==> config.mk <==
export PLATFORM = sky130hd
export DESIGN_NAME = stop_watch_ctrl
export DESIGN_NICKNAME = d
export VERILOG_FILES = /design/src/rtl/stop_watch_ctrl.sv
export SDC_FILE = /design/constraint.sdc
export NUM_CORES = 1
export LEC_CHECK = 0
export BUFFER_PORTS_ARGS = -buffer_cell sky130_fd_sc_hd__buf_2
export CELL_PAD_IN_SITES_DETAIL_PLACEMENT = 2
export CELL_PAD_IN_SITES_GLOBAL_PLACEMENT = 2
export CORE_MARGIN = 2
export CORE_UTILIZATION = 40
export CTS_CLUSTER_SIZE = 25
export DETAILED_ROUTE_END_ITERATION = 8
export PLACE_DENSITY_LB_ADDON = 0.1
export SYNTH_ARGS = -nofsm -noshare
export SYNTH_HDL_FRONTEND = slang
export SYNTH_SLANG_ARGS = --single-unit
==> constraint.sdc <==
create_clock -name clk -period 3.2 [get_ports clk]
set_input_delay 0.48 -clock clk [delete_from_list [all_inputs] [get_ports clk]]
set_output_delay 0.48 -clock clk [all_outputs]
set_load 0.005 [all_outputs]
==> src/rtl/stop_watch_ctrl.sv <==
// ----------------------------------------------------------------------------
// stop_watch_ctrl : debounces start/stop and lap/clear buttons, sequences the
//                   stopwatch counter and selects live or lap-frozen digits.
// Revision 1.0
// ----------------------------------------------------------------------------
`default_nettype none

module stop_watch_ctrl #(
  parameter int DB_TICKS = 1_000_000
) (
  input  logic       clk,
  input  logic       reset,
  input  logic       btn_ss,
  input  logic       btn_lap,
  input  logic [3:0] d2,
  input  logic [3:0] d1,
  input  logic [3:0] d0,
  output logic       go,
  output logic       clr,
  output logic [3:0] hex3,
  output logic [3:0] hex2,
  output logic [3:0] hex1,
  output logic [3:0] hex0,
  output logic [3:0] dp_out
);

  localparam int CW = (DB_TICKS > 1) ? $clog2(DB_TICKS) : 1;
  localparam logic [CW-1:0] C_CNT_MAX = CW'(DB_TICKS - 1);

  typedef enum logic [1:0] {
    S_IDLE = 2'd0,
    S_RUN  = 2'd1,
    S_LAP  = 2'd2,
    S_STOP = 2'd3
  } state_e;

  // Bit 0 = start/stop, bit 1 = lap/clear
  logic [1:0]    sync1_q;
  logic [1:0]    sync2_q;
  logic [1:0]    db_q;
  logic [1:0]    db_prev_q;
  logic [CW-1:0] cnt_q [2];
  logic [1:0]    w_press;

  always_ff @(posedge clk) begin
    if (reset) begin
      sync1_q   <= '0;
      sync2_q   <= '0;
      db_q      <= '0;
      db_prev_q <= '0;
      cnt_q[0]  <= '0;
      cnt_q[1]  <= '0;
    end else begin
      sync1_q   <= {btn_lap, btn_ss};
      sync2_q   <= sync1_q;
      db_prev_q <= db_q;
      for (int b = 0; b < 2; b++) begin
        if (sync2_q[b] == db_q[b]) begin
          cnt_q[b] <= '0;
        end else if (cnt_q[b] == C_CNT_MAX) begin
          db_q[b]  <= sync2_q[b];
          cnt_q[b] <= '0;
        end else begin
          cnt_q[b] <= cnt_q[b] + CW'(1);
        end
      end
    end
  end

  assign w_press = db_q & ~db_prev_q;

  state_e     state_q, state_d;
  logic       w_cap;
  logic       w_clr_lap;
  logic [3:0] lap2_q, lap1_q, lap0_q;
  logic [3:0] lap_cnt_q;

  // Start/stop has priority; a simultaneous lap press is dropped
  always_comb begin
    state_d   = state_q;
    w_cap     = 1'b0;
    w_clr_lap = 1'b0;
    case (state_q)
      S_IDLE: if (w_press[0]) state_d = S_RUN;
      S_RUN: begin
        if (w_press[0]) begin
          state_d = S_STOP;
        end else if (w_press[1]) begin
          state_d = S_LAP;
          w_cap   = 1'b1;
        end
      end
      S_LAP: begin
        if (w_press[0])      state_d = S_STOP;
        else if (w_press[1]) state_d = S_RUN;
      end
      S_STOP: begin
        if (w_press[0]) begin
          state_d = S_RUN;
        end else if (w_press[1]) begin
          state_d   = S_IDLE;
          w_clr_lap = 1'b1;
        end
      end
      default: state_d = S_IDLE;
    endcase
  end

  always_ff @(posedge clk) begin
    if (reset) begin
      state_q   <= S_IDLE;
      lap2_q    <= '0;
      lap1_q    <= '0;
      lap0_q    <= '0;
      lap_cnt_q <= '0;
    end else begin
      state_q <= state_d;
      if (w_cap) begin
        lap2_q    <= d2;
        lap1_q    <= d1;
        lap0_q    <= d0;
        lap_cnt_q <= (lap_cnt_q == 4'd9) ? 4'd0 : lap_cnt_q + 4'd1;
      end else if (w_clr_lap) begin
        lap2_q    <= '0;
        lap1_q    <= '0;
        lap0_q    <= '0;
        lap_cnt_q <= '0;
      end
    end
  end

  assign hex3 = lap_cnt_q;

  always_comb begin
    go     = 1'b0;
    clr    = 1'b0;
    hex2   = d2;
    hex1   = d1;
    hex0   = d0;
    dp_out = 4'b1101;
    case (state_q)
      S_IDLE: clr = 1'b1;
      S_RUN:  go  = 1'b1;
      S_LAP: begin
        go     = 1'b1;
        hex2   = lap2_q;
        hex1   = lap1_q;
        hex0   = lap0_q;
        dp_out = 4'b1111;
      end
      default: ;
    endcase
  end

endmodule

`default_nettype wire

# After elaboration in Yosys (flattened, before gate mapping)

Memories as Yosys holds them, arrays and structs flattened.
Cells that the tools add are included.

Reductions and logical operators: 6
Mux-type cells: 54
$add $sub $neg: 3
Equal/unequal tests: 12
Bitwise logic cells: 10

Operators with widths:

| kind                  | count |
|---|---|
| $mux 20               | 6 |
| $add 20x1->20 const B | 2 |
| $eq 20x20->1 const B  | 2 |
| $mux 4                | 9 |
| $mux 1                | 30 |
| $mux 2                | 8 |
| $ne 3x3->1 const B    | 3 |
| $pmux 2 s4            | 1 |
| $or 1x1->1            | 6 |
| $add 4x1->4 const B   | 1 |
| $eq 2x2->1 const B    | 2 |
| $eq 4x4->1 const B    | 1 |
| $reduce_and 2->1      | 2 |
| $reduce_and 4->1      | 1 |
| $and 2x2->2           | 1 |
| $eq 1x1->1            | 2 |
| $eq 2x1->1 const B    | 1 |
| $logic_not 2->1       | 1 |
| $ne 2x2->1 const B    | 1 |
| $not 1->1             | 2 |
| $not 2->2             | 1 |
| $reduce_bool 2->1     | 1 |
| $reduce_or 2->1       | 1 |

Output and inout bits: 22
Register bits: 26
Word-level logic and storage cells: 96
Input bits: 16
RAM bits: 40
Memories: 1

Memory list:

| memory | depth | bits a word | read ports | clocked after memory_dff | write ports | line | RTL |
|---|---|---|---|---|---|---|---|
| cnt_q  | 2     | 20          | 2          | 0                        | 2           | 42   | `logic [CW-1:0] cnt_q [2];` |

# Depth between registers and ports, before layout

Gate-level depths: netlist of run 1.
An unclocked memory read counts as a cell.

Word-level depth: 8
Mapped depth: 7
Depth with buffers taken out: 6

# Worst setup path after synthesis of run 1

Ideal clock, no wire load.

Path kind: register to register
Start: memory cnt_q[0][13] (netlist bit)
End: memory cnt_q[0][10] (netlist bit) (data pin)
Stages on the path, launching flop included: 6
Data required time: 2946 ps
Arrival: 1908 ps
Slack: 1038 ps
Period minus slack after synthesis: 2162 ps
Library setup time: 254 ps
Path through: edfxtp_1 > or4_1 > or4_4 > o21ai_4 > buf_6 > nor2_1

RTL lines:

| item               | line |
|---|---|
| start: declaration | 42 |

# Worst setup path after layout of run 1

Start: register state_q[0]
End: output hex1[1]

Cells in the longest elaborated chain, start to end: 2

Ends and longest elaborated chain:

| item                     | line | RTL |
|---|---|---|
| start: declaration       | 72   | `state_e state_q, state_d;` |
| start signal: assignment | 117  | `state_q <= state_d;` |
| $eq 2x2->1               | 141  | `case (state_q)` |
| $mux 4                   | 141  |  |
| end: declaration         | 22   | `output logic [3:0] hex1,` |

No other way between the ends.

==> summary.md, run 1 <==
| Metric | Value |
|---|---|
| Status | `finished clean` |
| Crit path required time | `2.72 ns` |
| Final GP Congestion | `0.7471` |
| Clock-pin slew on the worst setup and hold paths | `0.07 ns` |
| Slew Limit Fails | `0` |
| Port bufs | `34` |
| CP cell instances | `inv_1, ha_1, mux2_2, buf_2` |
| Largest net degree at the start of global routing | `31` |
| Worst-skew pair later-pin latency | `0.34 ns` |
| Max_slew headroom | `50.40%` |
| Ys async rst share | `0%` |
| Drt drc | `0` |
| Cts hold-fix bufs | `0` |
| Peak supply drop | `193.6 uV` |
| Global-route wire length before repair | `15.66 mm` |
| Routed wire per std cell | `17.39 um` |
| Routed length on met1 | `4.172 mm` |
| WP data arrival | `2.04 ns` |
| Synthesized area | `3451 um^2` |
| Final Hold Vio Count | `0` |
| Total gr overflow | `0` |
| Total iterations of the first detailed-routing run | `4` |
| Area growth, synth to finish | `16.97%` |
| Crit. End Element | `output pin` |
| Rows | `33` |
| Worst hold path type | `primary input to flop` |
| Top-area cell type share of the netlist area | `34.81%` |
| DR top layer | `met4` |
| Fmax | `397.5 MHz` |
| Final setup TNS | `0 ns` |
| Final antenna-violating net count | `0` |
| Sequential area share after synthesis | `49.89%` |
| Max-Cap Viols | `0` |
| Top cell type by total area after synthesis | `edfxtp_1` |
| Final setup fails | `0` |
| Final wirelength | `9.111 mm` |
| Wire length on met2 | `4.695 mm` |
| Fin nets | `438` |
| Leak | `0.001452 uW` |
| Synth area leaders | `edfxtp_1 (35%), dfxtp_1 (15%), nor2_1 (5.2%)` |
| Gate Count Post-Synth | `342` |
| Synth warnings | `0` |
| Layout cell share with drive strength beyond 1 | `17.18%` |
| Post-CTS Setup Bufs | `0` |
| Critical path type | `flop to output pin` |
| Root Buffer | `clkbuf_8` |
| Crit path max fanout | `15` |
| CP max stage cell | `ha_1` |
| Die width | `96.88 um` |
| Post-synth EDFFs | `40` |
| Via count | `2762` |
| Final HPWL DP | `6.293 mm` |
| Via density | `5.271` |
| Met3 WL | `146 um` |
| Mean Syn Cell Area | `10.09 um^2` |
| 1st-iter DRT viols | `103` |
| Die Height | `96.88 um` |
| Htree depth | `3` |
| Register bit total from synthesis | `66` |
| Global-route usage over all layers | `20.70%` |
| Worst Setup Start Kind | `flop` |
| RSZ-0062 raised after global routing | `false` |
| Fill cell count | `905` |
| Total core area | `8299 um^2` |
| Cts bufs inserted | `9` |
| Initial core utilization | `41.58%` |
| Pwr per Cell Area | `448.1 nW/um^2` |
| Critical Path Max Stage Delay | `0.67 ns` |
| Dpl ws | `0.7197 ns` |
| Main flop type after synthesis | `edfxtp_1` |
| Buffers from clock root to sink, at most | `2` |
| Worst-Margin Slew | `0.7440 ns` |
| Die ar. | `9386 um^2` |
| Tmin final | `2.516 ns` |
| Total power | `1809 uW` |
| Post-route setup slack | `0.6845 ns` |
| Post_cts resized | `0` |
| Antenna Diode Count | `0` |
| Crit share post-route | `78.61%` |
| Initial antenna violation count | `0` |
| Fin Clk Skew | `0.008907 ns` |
| Cell variety after synth | `45` |
| CTS tree | `done` |
| Sink Count | `66` |
| Vias in the first global route | `3096` |
| Io pins | `38` |
==> cells by family (layout without fill, tap and decap cells) <==
family	after synthesis	after routing	share of synthesized area, %
XOR/XNOR	28	28	7.106
AND/OR/NAND/NOR	145	145	22.15
flip-flops	66	66	49.89
AO/OA/AOI/OAI	52	52	10.12
adder cells (fa/ha/maj)	8	8	2.901
buffers and inverters	30	65	3.807
multiplexers	12	12	3.916
other	1	43	0.1087
==> final timing paths <==
| check | cells past startpoint | from | end | slack (ns) |
|---|---|---|---|---|
| worst min-delay path | 2 | btn_ss | sync1_q[0]$_SDFF_PP0_ | 0.35 |
| worst min register to register | 1 | sync1_q[0]$_SDFF_PP0_ | sync2_q[0]$_SDFF_PP0_ | 0.44 |
| worst max register to register | 4 | cnt_q[0][13]$_SDFFCE_PN0P_ | cnt_q[0][9]$_SDFFCE_PN0P_ | 0.71 |
| worst max-delay path | 4 | state_q[0]$_SDFFE_PP0P_ | hex1[1] | 0.68 |
==> state kept, by name, indices dropped and copies added (netlist names) <==
signal,count
lap0_q,4
hex3,4
sync1_q,2
db_q,2
lap2_q,4
state_q,2
cnt_q,40
lap1_q,4
sync2_q,2
db_prev_q,2
==> layout make-up <==
type                       count  area [um^2]  share of cell area (%)
clock inverter                 6        56.30                   1.395
sequential                    66         1722                   42.65
inverter                      13        48.80                   1.209
timing repair buffer          36        185.2                   4.588
multi-input combinational    288         1755                   43.49
tap                          105        131.4                   3.255
clock buffer                  10        137.6                   3.410
==> cells in the mapped netlist, drive strengths merged (2+ instances only) <==
master	count
a21oi	15
nor4	4
nand2	16
ha	8
or4	9
nand3b	2
o21ai	10
nor4b	3
nor2	48
dfxtp	26
or3	7
mux2	12
buf	4
and4	3
nor3b	2
a22oi	12
and3	2
o31ai	5
nor2b	8
xor2	12
inv	13
xnor2	16
o21a	2
nand3	13
nor3	9
o21ba	2
nand2b	3
nand4	9
clkbuf	13
or2	3
edfxtp	40
==> worst max-delay path: cells and delay by family, from the launching register on <==
family | cells | cell delay [ns]
adder cells (fa/ha/maj) | 1 | 0.67
multiplexers | 1 | 0.41
flip-flops | 1 | 0.33
buffers and inverters | 2 | 0.28
==> metrics by stage <==
step	std cells	hold slack [ns]	util (%)	cell area (um^2)
final	524	0.3525	48.64	4036
after detailed placement	508	0.4279	46.30	3842
after CTS	524	0.3411	48.64	4036
after global routing	524	0.3827	48.64	4036
after global placement	508	0.4217	46.30	3842
after floorplan	384	0.4138	-	3608
==> per-layer routing <==
layer | track usage (%) | vias up
met5 | 0 | -
met3 | 2.601 | 6
met4 | 7.151 | 0
li1 | - | 1338
met1 | 26.31 | 1390
met2 | 36.27 | 28
==> cell usage in the layout (no fill, tap or decap), drive strengths merged, types with 8 or more instances in the layout <==
master,count
nor2,48
conb,43
edfxtp,40
buf,36
dfxtp,26
nand2,16
xnor2,16
a21oi,15
inv,13
nand3,13
mux2,12
a22oi,12
xor2,12
clkbuf,10
o21ai,10
nand4,9
nor3,9
or4,9
nor2b,8
ha,8
==> power by group <==
| group | switching (uW) | internal, uW |
|---|---|---|
| combinational | 79.4 | 60.1 |
| clock | 334 | 375 |
| sequential | 31.9 | 928 |
Note: power is estimated with default switching activity, not from simulation.
==> run 2: changes to the inputs <==
- CORE_UTILIZATION: 40 -> 37
- clock period: 3.2 -> 2.4 ns (I/O delays scaled with it)
==> summary.md, run 2 (synthesis results as in run 1) <==
| Metric | Value |
|---|---|
| Most frequent cells in the layout | `nor2_1 (48), conb_1 (43), edfxtp_1 (40)` |
| Die ar. | `10120 um^2` |
| Biggest register | `cnt_q` |
| Finished Layout Cells | `534` |
| Io pins | `38` |
| R2R setup slack | `0.14 ns` |
| Crit. End Element | `flop` |
| Hold EP | `sync1_q[0]$_SDFF_PP0_` |
| Critical Path Max Stage Delay | `0.56 ns` |
| Fin nets | `442` |
| Final setup TNS | `0 ns` |
| Cell family with most CP delay | `simple AND/OR/NAND/NOR gates` |
| Most common cell after layout, fill and taps aside | `nor2_1` |
| Tmin final | `2.255 ns` |
| Final wirelength | `8.548 mm` |
| Final GP Congestion | `0.7444` |
| Layout cell share with drive strength beyond 1 | `18.20%` |
| Worst-Margin Slew | `0.6194 ns` |
| Cts bufs inserted | `9` |
| Cell count after placement | `518` |
| DR top layer | `met4` |
| RSZ-0062 raised after global routing | `false` |
| Final setup fails | `0` |
| Peak supply drop | `278.2 uV` |
| Rows | `35` |
| Initial antenna violation count | `0` |
| Total gr overflow | `0` |
| Hold path cells | `2` |
| Worst Setup Start Kind | `flop` |
| Worst r2r dst | `cnt_q[0][8]$_SDFFCE_PN0P_` |
| Fin Clk Skew | `0.006344 ns` |
| Crit path max fanout | `12` |
| Global-route usage over all layers | `18.40%` |
| Flop pwr share | `53.2%` |
| CP max stage cell | `or4_4` |
| CP cell instances | `or4_1, or4_4, o21ai_4, buf_4, nor2_1` |
| Clock power frac | `39.3%` |
| Met3 WL | `295 um` |
| Htree depth | `3` |
| CTS tree | `done` |
| Finished Cell Area | `4075 um^2` |
| P_int | `1796 uW` |
| Final HPWL DP | `6.184 mm` |
| Switching pwr | `609.1 uW` |
| Cts hold-fix bufs | `0` |
| WP data arrival | `2.36 ns` |
| Combinational fraction of design power | `7.5%` |
| Area growth, synth to finish | `18.09%` |
| Root Buffer | `clkbuf_8` |
| Die width | `100.6 um` |
| Vias in the first global route | `2986` |
| Worst Reg-to-Reg Cells | `5` |
| Status | `finished clean` |
| Clock-pin slew on the worst setup and hold paths | `0.08 ns` |
| Total iterations of the first detailed-routing run | `4` |
| Max FFs per register | `40` |
| Fmax | `443.4 MHz` |
| Crit path required time | `2.51 ns` |
| Max_slew headroom | `58.71%` |
| Wire length on met2 | `4.255 mm` |
| Routed wire per std cell | `16.01 um` |
| Sw Ratio | `25.33%` |
| Antenna Diode Count | `0` |
| Slew Limit Fails | `0` |
| Final Hold Vio Count | `0` |
| Buffers from clock root to sink, at most | `2` |
| R2R Path Start | `cnt_q[0][13]$_SDFFCE_PN0P_` |
| Via density | `5.122` |
| Drt drc | `0` |
| Critical path type | `flop to flop` |
| Via count | `2735` |
| Leak | `0.001466 uW` |
| Max-Cap Viols | `0` |
| Sink Count | `66` |
| Port bufs | `34` |
| Final antenna-violating net count | `0` |
| Routed length on met1 | `3.865 mm` |
| Total core area | `9153 um^2` |
| 1st-iter DRT viols | `63` |
| WP buf/inv | `1` |
| Dpl cell area | `3880 um^2` |
| Hold path start | `btn_ss` |
| Pwr per Cell Area | `590.2 nW/um^2` |
| Die Height | `100.6 um` |
| Crit share post-route | `93.98%` |
| Global-route wire length before repair | `14.48 mm` |
| Largest net degree at the start of global routing | `31` |
| Initial core utilization | `37.70%` |
| Worst hold path type | `primary input to flop` |
| Worst-skew pair later-pin latency | `0.35 ns` |
[run 2: through the flow]
stage               power (uW)  util [%]  setup WS, ns  hold WS [ns]
finish                    2405     44.52        0.1445        0.2366
global route              2514     44.52       0.08115        0.2367
CTS                       2436     44.52        0.1337        0.2314
floorplan                 1412         -        0.2381        0.4138
global placement          1474     42.39        0.2253        0.4184
detailed placement        1484     42.39        0.1487        0.4341
[run 2: layout make-up]
class / count / area [um^2]
Clock buffer: 9 / 123.9
Clock inverter: 7 / 68.82
Fill cell: 1034 / 5077
Inverter: 13 / 48.80
Multi-Input combinational cell: 288 / 1758
Sequential cell: 66 / 1722
Tap cell: 111 / 138.9
Timing Repair Buffer: 40 / 215.2
[run 2: worst max-delay path by stage]
stage                     cells after the start                    endpoint  slack [ns]                       start
after global placement                        5  cnt_q[0][12]$_SDFFCE_PN0P_        0.23  cnt_q[0][13]$_SDFFCE_PN0P_
after floorplan                               5  cnt_q[0][10]$_SDFFCE_PN0P_        0.24  cnt_q[0][13]$_SDFFCE_PN0P_
after detailed placement                      5   cnt_q[0][8]$_SDFFCE_PN0P_        0.15  cnt_q[0][13]$_SDFFCE_PN0P_
after CTS                                     5   cnt_q[0][8]$_SDFFCE_PN0P_        0.13  cnt_q[0][13]$_SDFFCE_PN0P_
after global routing                          5   cnt_q[0][8]$_SDFFCE_PN0P_        0.08  cnt_q[0][13]$_SDFFCE_PN0P_
final                                         5   cnt_q[0][8]$_SDFFCE_PN0P_        0.14  cnt_q[0][13]$_SDFFCE_PN0P_
[run 2: power groups by stage]
stage	registers [uW]	clock network, uW	logic [uW]
finish	1280	946	180
global route	1290	1020	207
CTS	1280	976	181
detailed placement	1310	0	179
global placement	1300	0	172
floorplan	1290	0	122
[run 2: layer usage]
metal  up-vias  GRT usage [%]
met5         -              0
met4         0          6.428
met3        11          4.369
met2        38          31.85
met1      1342          22.39
li1       1344              -
[run 2: repair_timing]
| action | 4_1_cts | 5_1_grt |
|---|---|---|
| buffers inserted | 0 | 0 |
| endpoints found under the setup margin | 1 | 0 |
| gates resized for setup | 1 | 0 |
==> run 3: changes to the inputs <==
- SETUP_SLACK_MARGIN: not set -> 0.5
==> summary.md, run 3 (synthesis results as in run 1) <==
| Metric | Value |
|---|---|
| Status | `finished clean` |
| Cts bufs inserted | `9` |
| Initial antenna violation count | `0` |
| Max FFs per register | `40` |
| Rows | `35` |
| Root Buffer | `clkbuf_8` |
| Worst-Margin Slew | `0.6459 ns` |
| CTS tree | `done` |
| Final HPWL DP | `5.838 mm` |
| Worst-skew pair later-pin latency | `0.35 ns` |
| Die ar. | `10120 um^2` |
| Worst Setup Start Kind | `flop` |
| Via count | `3039` |
| RSZ-0062 raised after global routing | `true` |
| Die width | `100.6 um` |
| WP data arrival | `2.18 ns` |
| Routed wire per std cell | `19.22 um` |
| Vias in the first global route | `3040` |
| Final wirelength | `11.11 mm` |
| Crit path max fanout | `19` |
| Critical Path Max Stage Delay | `0.51 ns` |
| Max_slew headroom | `56.94%` |
| Crit path required time | `2.49 ns` |
| Hold EP | `sync1_q[0]$_SDFF_PP0_` |
| Crit. End Element | `flop` |
| Initial core utilization | `37.70%` |
| Hold path cells | `2` |
| Tmin final | `2.089 ns` |
| Global-route wire length before repair | `14.81 mm` |
| Worst Reg-to-Reg Cells | `5` |
| Total iterations of the first detailed-routing run | `4` |
| Most frequent cells in the layout | `conb_1 (43), nor2_1 (42), buf_4 (42)` |
| Final antenna-violating net count | `0` |
| Critical path type | `flop to flop` |
| Leak | `0.001780 uW` |
| Via density | `5.258` |
| Port bufs | `34` |
| Clock-pin slew on the worst setup and hold paths | `0.08 ns` |
| Die Height | `100.6 um` |
| Buffers from clock root to sink, at most | `2` |
| Io pins | `38` |
| Slew Limit Fails | `0` |
| Fin Clk Skew | `0.01085 ns` |
| 1st-iter DRT viols | `91` |
| Layout cell share with drive strength beyond 1 | `31.48%` |
| Total core area | `9153 um^2` |
| R2R Path Start | `cnt_q[0][10]$_SDFFCE_PN0P_` |
| Sink Count | `66` |
| Pwr per Cell Area | `552.0 nW/um^2` |
| Global-route usage over all layers | `18.37%` |
| CP cell instances | `or4_1, or4_4, o21ai_4, buf_12, a21oi_1` |
| Most common cell after layout, fill and taps aside | `conb_1` |
| Worst r2r dst | `cnt_q[0][15]$_SDFFCE_PN0P_` |
| Peak supply drop | `376.2 uV` |
| Max-Cap Viols | `0` |
| Fin nets | `486` |
| R2R setup slack | `0.31 ns` |
| CP max stage cell | `or4_1` |
| Final GP Congestion | `0.7606` |
| Drt drc | `0` |
| Final Hold Vio Count | `0` |
| Hold Slack | `0.2259 ns` |
| Worst setup path start | `cnt_q[0][10]$_SDFFCE_PN0P_` |
| Antenna Diode Count | `0` |
| Crit share post-route | `87.02%` |
| Biggest register | `cnt_q` |
| Worst hold path type | `primary input to flop` |
| Total gr overflow | `0` |
| Largest net degree at the start of global routing | `20` |
| Hold path start | `btn_ss` |
| Area growth, synth to finish | `35.82%` |
| Final setup TNS | `0 ns` |
| Final setup fails | `0` |
| Fmax | `478.8 MHz` |
| Htree depth | `3` |
-- run 3: cell count changes in the layout (fill, tap and decap cells not counted), moves of 4 or more --
cell / previous run / this run
a21oi_1: 15 / 9
a21oi_2: 0 / 6
buf_4: 6 / 42
buf_6: 0 / 5
mux2_2: 12 / 3
mux2_4: 0 / 9
nor2_1: 48 / 42
nor2_4: 0 / 4
-- run 3: repair_timing --
item                       in CTS  in global routing
gates resized for setup        14                 48
cloned                          0                  1
buffers inserted               15                 27
pin swaps                       4                 21
hold buffers                    0                  0
setup endpoints to repair      55                 55
-- run 3: per-stage QoR --
step / cells / setup slack [ns] / area [um^2] / total power [uW] / utilization (%)
6_report: 578 / 0.3114 / 4687 / 2587 / 51.21
5_1_grt: 578 / 0.2346 / 4687 / 2680 / 51.21
4_1_cts: 550 / 0.3238 / 4288 / 2513 / 46.85
3_5_place_dp: 519 / 0.2433 / 3909 / 1487 / 42.71
3_3_place_gp: 519 / 0.2969 / 3909 / 1480 / 42.71
2_1_floorplan: 384 / 0.3219 / 3620 / 1413 / -
-- run 3: power by group --
| part | switching [uW] | internal, uW |
|---|---|---|
| combinational | 149 | 140 |
| sequential | 43.0 | 1240 |
| clock | 455 | 561 |
| total | 647 | 1940 |
-- run 3: worst max-delay path by stage --
stage / end / slack [ns]
after CTS: cnt_q[0][15]$_SDFFCE_PN0P_ / 0.32
after global routing: cnt_q[1][10]$_SDFFCE_PN0P_ / 0.23
after detailed placement: cnt_q[1][3]$_SDFFCE_PN0P_ / 0.24
after global placement: cnt_q[0][15]$_SDFFCE_PN0P_ / 0.30
after floorplan: cnt_q[0][10]$_SDFFCE_PN0P_ / 0.32
final: cnt_q[0][15]$_SDFFCE_PN0P_ / 0.31
-- run 3: per-layer routing --
metal	routed length, um	track usage (%)
met5	0	0
met1	4807	22.42
met3	205	3.745
met4	158	4.004
met2	5940	33.35
-- run 3: critical path, delay by kind of cell, from the launching register on --
family / cells / cell delay (ns)
compound gates: 2 / 0.26
simple gates: 2 / 0.98
flops: 1 / 0.42
buf+inv: 1 / 0.17
-- run 3: area by class of cell --
cell class,count,area [um^2]
Multi-Input combinational cell,288,1948
Inverter,13,51.30
Fill cell,985,4466
Sequential cell,66,1729
Tap cell,111,138.9
Clock buffer,16,212.7
Timing Repair Buffer,84,606.8
